$ cat src/rtl/bus_timer_pkg.sv
// Shared definitions for the bus_timer block: register indices, CTRL/STATUS
// bit positions, reset values and a byte-lane merge helper.
package timer_defs;

  typedef enum logic [2:0] {
    TIMER_REG_CTRL     = 3'd0,
    TIMER_REG_PRESCALE = 3'd1,
    TIMER_REG_COUNT    = 3'd2,
    TIMER_REG_COMPARE  = 3'd3,
    TIMER_REG_STATUS   = 3'd4,
    TIMER_REG_DUTY     = 3'd5,
    TIMER_REG_RSVD6    = 3'd6,
    TIMER_REG_RSVD7    = 3'd7
  } timer_reg_e;

  localparam int unsigned CTRL_EN          = 0;
  localparam int unsigned CTRL_AUTO_RELOAD = 1;
  localparam int unsigned CTRL_IE          = 2;
  localparam int unsigned STATUS_MATCH     = 0;

  localparam logic [2:0]  CTRL_RESET   = '0;
  localparam logic [31:0] COUNT_RESET  = '0;
  localparam logic [31:0] DUTY_RESET   = '0;
  localparam logic        MATCH_RESET  = 1'b0;

  // Replace only the bytes whose write enable is set.
  function automatic logic [31:0] merge_bytes(input logic [31:0] old_v,
                                              input logic [31:0] new_v,
                                              input logic [3:0]  be);
    logic [31:0] r;
    r = old_v;
    for (int unsigned i = 0; i < 4; i++) begin
      if (be[i]) r[8*i +: 8] = new_v[8*i +: 8];
    end
    return r;
  endfunction

endpackage

$ cat src/rtl/bus_timer_prescaler.sv
// Prescaler for bus_timer: counts 0..prescale_i while enabled and emits a
// one-cycle tick when the count equals prescale_i.
module timer_prescaler #(
  parameter int unsigned WIDTH = 16
) (
  input  logic             clk,
  input  logic             rst_n,
  input  logic             enable_i,
  input  logic             clear_i,
  input  logic [WIDTH-1:0] prescale_i,
  output logic             tick_o
);

  logic [WIDTH-1:0] pre_cnt_q, pre_cnt_d;

  assign tick_o = enable_i & (pre_cnt_q == prescale_i);

  // Next prescaler count: held at 0 when disabled or cleared, wraps on tick.
  always_comb begin
    pre_cnt_d = pre_cnt_q + 1'b1;
    if (!enable_i || clear_i || tick_o) pre_cnt_d = '0;
  end

  // Prescaler count register.
  always_ff @(posedge clk or negedge rst_n) begin
    if (!rst_n) pre_cnt_q <= '0;
    else        pre_cnt_q <= pre_cnt_d;
  end

endmodule

$ cat src/rtl/bus_timer.sv
// bus_timer: memory-mapped 32-bit prescaled timer with compare match,
// one-shot/auto-reload, sticky MATCH and level interrupt.
// Optional PWM output and DUTY register enabled by macro TIMER_PWM_EN.
module bus_timer
  import timer_defs::*;
#(
  parameter int unsigned PRESCALE_WIDTH = 16,
  parameter logic [31:0] COMPARE_RESET  = 32'hFFFF_FFFF
) (
  input  logic        clk,
  input  logic        rst_n,
  input  logic [4:0]  timer_address,
  input  logic [31:0] timer_data_i,
  input  logic [3:0]  timer_wr,
  input  logic        timer_enable,
  output logic [31:0] timer_data_o,
  output logic        timer_ready,
  output logic        timer_interrupt
`ifdef TIMER_PWM_EN
  ,
  output logic        timer_pwm
`endif
);

  logic [2:0]                ctrl_q, ctrl_d;
  logic [PRESCALE_WIDTH-1:0] prescale_q, prescale_d;
  logic [31:0]               count_q, count_d;
  logic [31:0]               compare_q, compare_d;
  logic                      match_q, match_d;
  logic                      ready_q, ready_d;
  logic [31:0]               rdata_q, rdata_d;
`ifdef TIMER_PWM_EN
  logic [31:0]               duty_q, duty_d;
  logic                      pwm_q, pwm_d;
`endif

  logic       accept, wr_any, tick, match_evt;
  logic       we_ctrl, we_prescale, we_count, we_compare, we_status;
  logic [31:0] prescale_m;
  timer_reg_e reg_sel;
  logic       unused_bits;

  assign reg_sel     = timer_reg_e'(timer_address[4:2]);
  assign accept      = timer_enable & ~ready_q;
  assign wr_any      = |timer_wr;
  assign we_ctrl     = accept & wr_any & (reg_sel == TIMER_REG_CTRL);
  assign we_prescale = accept & wr_any & (reg_sel == TIMER_REG_PRESCALE);
  assign we_count    = accept & wr_any & (reg_sel == TIMER_REG_COUNT);
  assign we_compare  = accept & wr_any & (reg_sel == TIMER_REG_COMPARE);
  assign we_status   = accept & wr_any & (reg_sel == TIMER_REG_STATUS);

  // A bus write to COUNT overrides the tick, so no match is evaluated then.
  assign match_evt   = tick & ~we_count & (count_q == compare_q);

  assign timer_ready     = ready_q;
  assign timer_data_o    = rdata_q;
  assign timer_interrupt = match_q & ctrl_q[CTRL_IE];
`ifdef TIMER_PWM_EN
  assign timer_pwm       = pwm_q;
`endif

  assign unused_bits = ^{timer_address[1:0], prescale_m};

  timer_prescaler #(
    .WIDTH (PRESCALE_WIDTH)
  ) u_prescaler (
    .clk        (clk),
    .rst_n      (rst_n),
    .enable_i   (ctrl_q[CTRL_EN]),
    .clear_i    (we_count | we_prescale),
    .prescale_i (prescale_q),
    .tick_o     (tick)
  );

  // Next-state for registers, counter, handshake and read data.
  always_comb begin
    ctrl_d     = ctrl_q;
    prescale_m = merge_bytes(32'(prescale_q), timer_data_i, timer_wr);
    prescale_d = prescale_q;
    count_d    = count_q;
    compare_d  = compare_q;
    match_d    = match_q;
    ready_d    = timer_enable & ~ready_q;
    rdata_d    = '0;
`ifdef TIMER_PWM_EN
    duty_d     = duty_q;
    pwm_d      = ctrl_q[CTRL_EN] & (count_q < duty_q);
`endif

    if (tick) begin
      count_d = match_evt ? '0 : count_q + 32'd1;
    end
    if (match_evt && !ctrl_q[CTRL_AUTO_RELOAD]) ctrl_d[CTRL_EN] = 1'b0;

    if (we_ctrl && timer_wr[0]) ctrl_d = timer_data_i[2:0];
    if (we_prescale)            prescale_d = prescale_m[PRESCALE_WIDTH-1:0];
    if (we_count)               count_d = merge_bytes(count_q, timer_data_i, timer_wr);
    if (we_compare)             compare_d = merge_bytes(compare_q, timer_data_i, timer_wr);
`ifdef TIMER_PWM_EN
    if (accept && wr_any && reg_sel == TIMER_REG_DUTY)
      duty_d = merge_bytes(duty_q, timer_data_i, timer_wr);
`endif

    // Set has priority over write-1-to-clear.
    if (we_status && timer_wr[0] && timer_data_i[STATUS_MATCH]) match_d = 1'b0;
    if (match_evt) match_d = 1'b1;

    if (accept && !wr_any) begin
      case (reg_sel)
        TIMER_REG_CTRL:     rdata_d = {29'd0, ctrl_q};
        TIMER_REG_PRESCALE: rdata_d = 32'(prescale_q);
        TIMER_REG_COUNT:    rdata_d = count_q;
        TIMER_REG_COMPARE:  rdata_d = compare_q;
        TIMER_REG_STATUS:   rdata_d = {31'd0, match_q};
`ifdef TIMER_PWM_EN
        TIMER_REG_DUTY:     rdata_d = duty_q;
`endif
        default:            rdata_d = '0;
      endcase
    end
  end

  // State registers with asynchronous active-low reset.
  always_ff @(posedge clk or negedge rst_n) begin
    if (!rst_n) begin
      ctrl_q     <= CTRL_RESET;
      prescale_q <= '0;
      count_q    <= COUNT_RESET;
      compare_q  <= COMPARE_RESET;
      match_q    <= MATCH_RESET;
      ready_q    <= 1'b0;
      rdata_q    <= '0;
`ifdef TIMER_PWM_EN
      duty_q     <= DUTY_RESET;
      pwm_q      <= 1'b0;
`endif
    end else begin
      ctrl_q     <= ctrl_d;
      prescale_q <= prescale_d;
      count_q    <= count_d;
      compare_q  <= compare_d;
      match_q    <= match_d;
      ready_q    <= ready_d;
      rdata_q    <= rdata_d;
`ifdef TIMER_PWM_EN
      duty_q     <= duty_d;
      pwm_q      <= pwm_d;
`endif
    end
  end

endmodule

$ cat config.mk
export PLATFORM = sky130hd
export DESIGN_NAME = bus_timer
export DESIGN_NICKNAME = d
export VERILOG_FILES = /design/src/rtl/bus_timer_pkg.sv /design/src/rtl/bus_timer_prescaler.sv /design/src/rtl/bus_timer.sv
export SDC_FILE = /design/constraint.sdc
export NUM_CORES = 1
export LEC_CHECK = 0
export ABC_CLOCK_PERIOD_IN_PS = 3150
export BUFFER_PORTS_ARGS = -buffer_cell sky130_fd_sc_hd__buf_4
export CORE_MARGIN = 3
export CORE_UTILIZATION = 30
export CTS_CLUSTER_SIZE = 16
export DETAILED_ROUTE_END_ITERATION = 6
export HOLD_SLACK_MARGIN = 0.15
export SYNTH_ARGS = -nofsm -noshare
export SYNTH_HDL_FRONTEND = slang
export SYNTH_SLANG_ARGS = --single-unit
export TNS_END_PERCENT = 5
$ cat constraint.sdc
create_clock -name clk -period 3.15 [get_ports clk]
set_clock_uncertainty 0.1 [all_clocks]
set_input_delay 0.945 -clock clk [delete_from_list [all_inputs] [get_ports clk]]
set_output_delay 0.945 -clock clk [all_outputs]
set_load 0.02 [all_outputs]
==> impl_metrics.toml, run 1 <==
[job]
maxCapViolCount = 0

[detailed_routing]
dr.pass1.iters = 5
detail-route-antenna-nets = 0
route.final.wire_length_mm = 21.7
num_vias = 5897
drt_iter0_markers = 578
drt-wirelength-per-cell_um = 19.4
viasPerCell = 5.26
drc = 0

[global_routing]
grt_util_all_layers_pct = 17.2
grt_remaining_overflow = 0
first_global_vias = 5905
grt_pass1_wl_mm = 34.4
grt_start_max_net_pins = 63
antenna_found_initial = 0

[cts]
cts_buffers = 17
cts_resized = 0
cts_tree = "done"
holdBufCountCts = 0
clock-root-buffer = "clkbuf_16"
clk_latency_ps = 430
post-cts-setup-buffer-count = 0
clkSinkCount = 133
htreeDepth = 4
clock_path_buffers = 2
path_clk_slew_ps = 60

[timing]
final.setup.worst_slack_ps = 395
slew_viol_final = 0
relSlewSlack_pct = 44.7
setup_viol = 0
fmax_ghz = 0.363
tns_ps = 0
worstMarginPinSlew_ps = 830
fin_crit_ps = 2760
period_share_pct = 87.5
finalHoldViolCount = 0
rsz0062_at_grt = "false"

[finish]
antennaDiodeCount = 0
layout_commonest_cell = "buf_4"
fillers = 2385
drive_above_1_share_pct = 30.9
stdcell_count = 1122
area_growth_pct = 22.6
layout.nets = 836
final_cell_area_um2 = 8860
final_cell_mix = "buf_4 (105), dfrtp_1 (101), nor2_1 (66), mux2_2 (66), nand2_1 (56)"

[floorplanning]
fp.dieArea_um2 = 26000
core_area_um2 = 23500
dieWidth_um = 161
ios = 78
start_util_pct = 30.7
die_h_um = 161
rows = 56

[power_and_ir_drop]
max-vdd-ir-drop_uv = 348
p_leak_nw = 3.71
p_per_area_nw_per_um2 = 615
total_power_w = 0.00545

[worst_setup_path]
regToRegSetupSlack_ps = 390
critPathRequiredTime_ps = 3340
reg2reg_from = "count_q[1]$_DFFE_PN0P_"
critical_path_class = "reg2reg"
reg2reg_to = "count_q[15]$_DFFE_PN0P_"
worstPathArrival_ps = 2950
endpoint_kind = "flop"
reg2reg_depth = 7
crit_path_max_fanout = 20
critPathLaunchType = "flop"

[yosys]
ys.flop_type = "dfrtp_1"
synth_area_leader_cell = "dfrtp_1"
synth.net_count = 760
yosys-top-cells-area = "dfrtp_1 (35%), dfstp_2 (12%), mux2_2 (10%)"
yosys_warnings = 0
netlist_instances = 714
synthAdderAreaFrac_pct = 0.347
synth_edf_count = 0
synthXorXnorAreaFrac_pct = 7.64
synth_top_area_share_pct = 35.0
synth_top_family_by_area = "simple AND/OR/NAND/NOR gates"
async_flop_share_pct = 100
synth_cell_type_count = 61
yosys.area_share.simple_pct = 19.3
ys_ff_latch = 133
syn_area_um2 = 7220
synth_compound_area_share_pct = 12.0
ys_seq_area_share_pct = 46.6
synth.area.mux_share_pct = 10.8
avgSynthCellArea_um2 = 10.1

[hold_path]
min_path_type = "in2async"

[placement]
place_ws_ps = 14.7
dpl.cell_count = 1090
routabilityCongestion = 0.893
portBuffers = 75
hpwl_mm = 16.2
place_area_um2 = 8250

[outcome]
outcome = "finished, final reports clean"
==> area by class of cell <==
class                      instances  area, um^2  share of cell area (%)
clock inverter                     7         120                    1.36
clock buffer                      25         485                    5.48
inverter                          10        37.5                   0.424
timing repair buffer             107         820                    9.25
tap                              319         399                    4.51
sequential                       133        3370                    38.0
multi-input combinational        521        3630                    40.9
==> report_power, final <==
group          total (W)  switching [W]  internal (W)  leakage [nW]
clock            0.00208       0.000765       0.00131         0.292
combinational    0.00114       0.000611      0.000533          1.86
sequential       0.00223       0.000248       0.00198          1.57
==> through the flow <==
stage	hold slack, ps	utilization (%)
6_report	396	37.6
5_1_grt	432	37.6
4_1_cts	419	37.6
3_5_place_dp	419	35.0
3_3_place_gp	398	35.0
2_1_floorplan	366	-
==> critical path: stages, from the launching register on <==
cell and delay (ps):
dfrtp_1 440, xnor2_1 480, nand4_1 250, nor4_2 340, nand4b_2 310, buf_4 320, a41oi_1 240, o311ai_1 130
==> cells in the mapped netlist, types with 7 or more instances <==
library cell  instances
nand4_1              30
nand3_1              36
and2_1                7
nand2_1              56
a22oi_1              49
nor2_1               66
xnor2_1              50
dfstp_2              32
dfrtp_1             101
o211ai_1              7
mux2_2               66
and3_1               21
a21oi_1              13
xor2_1               13
nor3_1               10
clkbuf_1             39
inv_1                10
==> state kept, by name, indices dropped and copies added, names as in the netlist <==
register	cells
compare_q	32
count_q	32
ctrl_q	3
match_q	1
prescale_q	16
timer_data_o	32
timer_ready	1
u_prescaler.pre_cnt_q	16
==> how the worst max path moves through the flow <==
stage / from / endpoint
floorplan: timer_address[4] / count_q[4]$_DFFE_PN0P_
global placement: timer_wr[1] / count_q[25]$_DFFE_PN0P_
detailed placement: timer_wr[1] / count_q[21]$_DFFE_PN0P_
CTS: u_prescaler.pre_cnt_q[7]$_DFF_PN0_ / count_q[15]$_DFFE_PN0P_
global route: timer_wr[1] / count_q[25]$_DFFE_PN0P_
finish: count_q[1]$_DFFE_PN0P_ / count_q[15]$_DFFE_PN0P_
==> layer usage <==
metal	track usage [%]	wire length, um
met5	0	0
met4	6.14	541
met3	3.51	1300
met2	26.5	10100
met1	24.0	9830
==> cells by family (layout without fill, tap and decap cells) <==
family / Yosys count / count (layout)
compound gates: 117 / 117
xor+xnor: 63 / 63
fa+ha+maj: 2 / 2
buf+inv: 60 / 149
flops: 133 / 133
mux: 70 / 70
simple gates: 269 / 269
No activity file was read; power rests on OpenSTA's default activity.
==> inputs of run 2 (changes only) <==
- MAX_ROUTING_LAYER: not set -> met4
==> impl_metrics.toml, run 2 (synthesis results as in run 1) <==
[power_and_ir_drop]
p_per_area_nw_per_um2 = 615
p_leak_nw = 3.71
max-vdd-ir-drop_uv = 349

[timing]
period_share_pct = 88.4
setup_viol = 0
worstMarginPinSlew_ps = 810
whs_ps = 399
rsz0062_at_grt = "false"
final.setup.worst_slack_ps = 367
finalHoldViolCount = 0
fin_crit_ps = 2780
tns_ps = 0
fmax_ghz = 0.359
relSlewSlack_pct = 46.0
slew_viol_final = 0

[cts]
cts_tree = "done"
cts_buffers = 17
htreeDepth = 4
path_clk_slew_ps = 60
clk_latency_ps = 430
clock-root-buffer = "clkbuf_16"
clkSinkCount = 133
cts_resized = 0
clock_path_buffers = 2
holdBufCountCts = 0
post-cts-setup-buffer-count = 0

[finish]
multi_input_area_um2 = 3630
drive_above_1_share_pct = 30.9
fillers = 2385
area_growth_pct = 22.6
final_cell_area_um2 = 8860
seq_area_um2 = 3370
fin_util_pct = 37.6
final_cell_mix = "buf_4 (105), dfrtp_1 (101), nor2_1 (66), mux2_2 (66), nand2_1 (56)"
antennaDiodeCount = 0
layout_commonest_cell = "buf_4"
layout.nets = 836

[job]
maxCapViolCount = 0

[worst_setup_path]
endpoint_kind = "flop"
worst-path-buf-inv = 0
regToRegSetupSlack_ps = 370
cp_slowest_cell = "xnor2_1"
worstPathCellList = "xnor2_1, nand4_1, nor4_2, nand2_1, o21bai_1, o22ai_1"
critPathRequiredTime_ps = 3350
reg2reg_from = "count_q[1]$_DFFE_PN0P_"
worstPathArrival_ps = 2980
slowest_delay_ps = 480
reg2reg_depth = 6
crit_family = "simple AND/OR/NAND/NOR gates"
critPathLaunchType = "flop"
reg2reg_to = "count_q[4]$_DFFE_PN0P_"
path_depth = 6
critical_path_class = "reg2reg"
crit_path_max_fanout = 11

[placement]
routabilityCongestion = 0.908
portBuffers = 75
place_ws_ps = 14.7
hpwl_mm = 16.2
place_area_um2 = 8250

[floorplanning]
ios = 78
start_util_pct = 30.7
dieWidth_um = 161
rows = 56
fp.dieArea_um2 = 26000
die_h_um = 161
core_area_um2 = 23500

[detailed_routing]
drc = 0
drt_iter0_markers = 515
num_vias = 5873
viasPerCell = 5.23
dr.pass1.iters = 6
detail-route-antenna-nets = 0
route.final.wire_length_mm = 21.7
drt-wirelength-per-cell_um = 19.4

[global_routing]
antenna_found_initial = 0
grt_remaining_overflow = 0
grt_pass1_wl_mm = 34.4
grt_start_max_net_pins = 63
first_global_vias = 5908
grt_util_all_layers_pct = 17.7

[outcome]
outcome = "finished, final reports clean"

[hold_path]
min_path_type = "in2async"
## run 2: cell counts in the layout (fill, tap and decap cells not counted)
No cell type changed its count.
## run 2: area by class of cell
class | instances | area share [%]
repair buffers | 107 | 9.25
flip-flops and latches | 133 | 38.0
clock inverters | 7 | 1.36
well taps | 319 | 4.51
multi-input cells | 521 | 40.9
clock buffers | 25 | 5.48
inverters | 10 | 0.424
## run 2: report_power, final
group          internal, W  switching (W)
clock              0.00131       0.000765
combinational     0.000533       0.000614
sequential         0.00198       0.000247
## run 2: worst max-delay path by stage
stage	endpoint	from
6_report	count_q[4]$_DFFE_PN0P_	count_q[1]$_DFFE_PN0P_
5_1_grt	count_q[25]$_DFFE_PN0P_	timer_wr[1]
4_1_cts	count_q[15]$_DFFE_PN0P_	u_prescaler.pre_cnt_q[7]$_DFF_PN0_
3_5_place_dp	count_q[21]$_DFFE_PN0P_	timer_wr[1]
3_3_place_gp	count_q[25]$_DFFE_PN0P_	timer_wr[1]
2_1_floorplan	count_q[4]$_DFFE_PN0P_	timer_address[4]
## run 2: layer usage
layer  part of all wire (%)  vias up  track usage, %
met2                     47      178            26.4
met1                     46     2909            24.1
met4                    2.1        0            6.02
met3                    5.7       27            3.49
li1                       -     2759               -
met5                      0        -               -
## run 2: stage by stage
stage	total power [W]	std cells
2_1_floorplan	0.00296	714
3_3_place_gp	0.00337	1090
3_5_place_dp	0.00339	1090
4_1_cts	0.00547	1122
5_1_grt	0.00570	1122
6_report	0.00545	1122
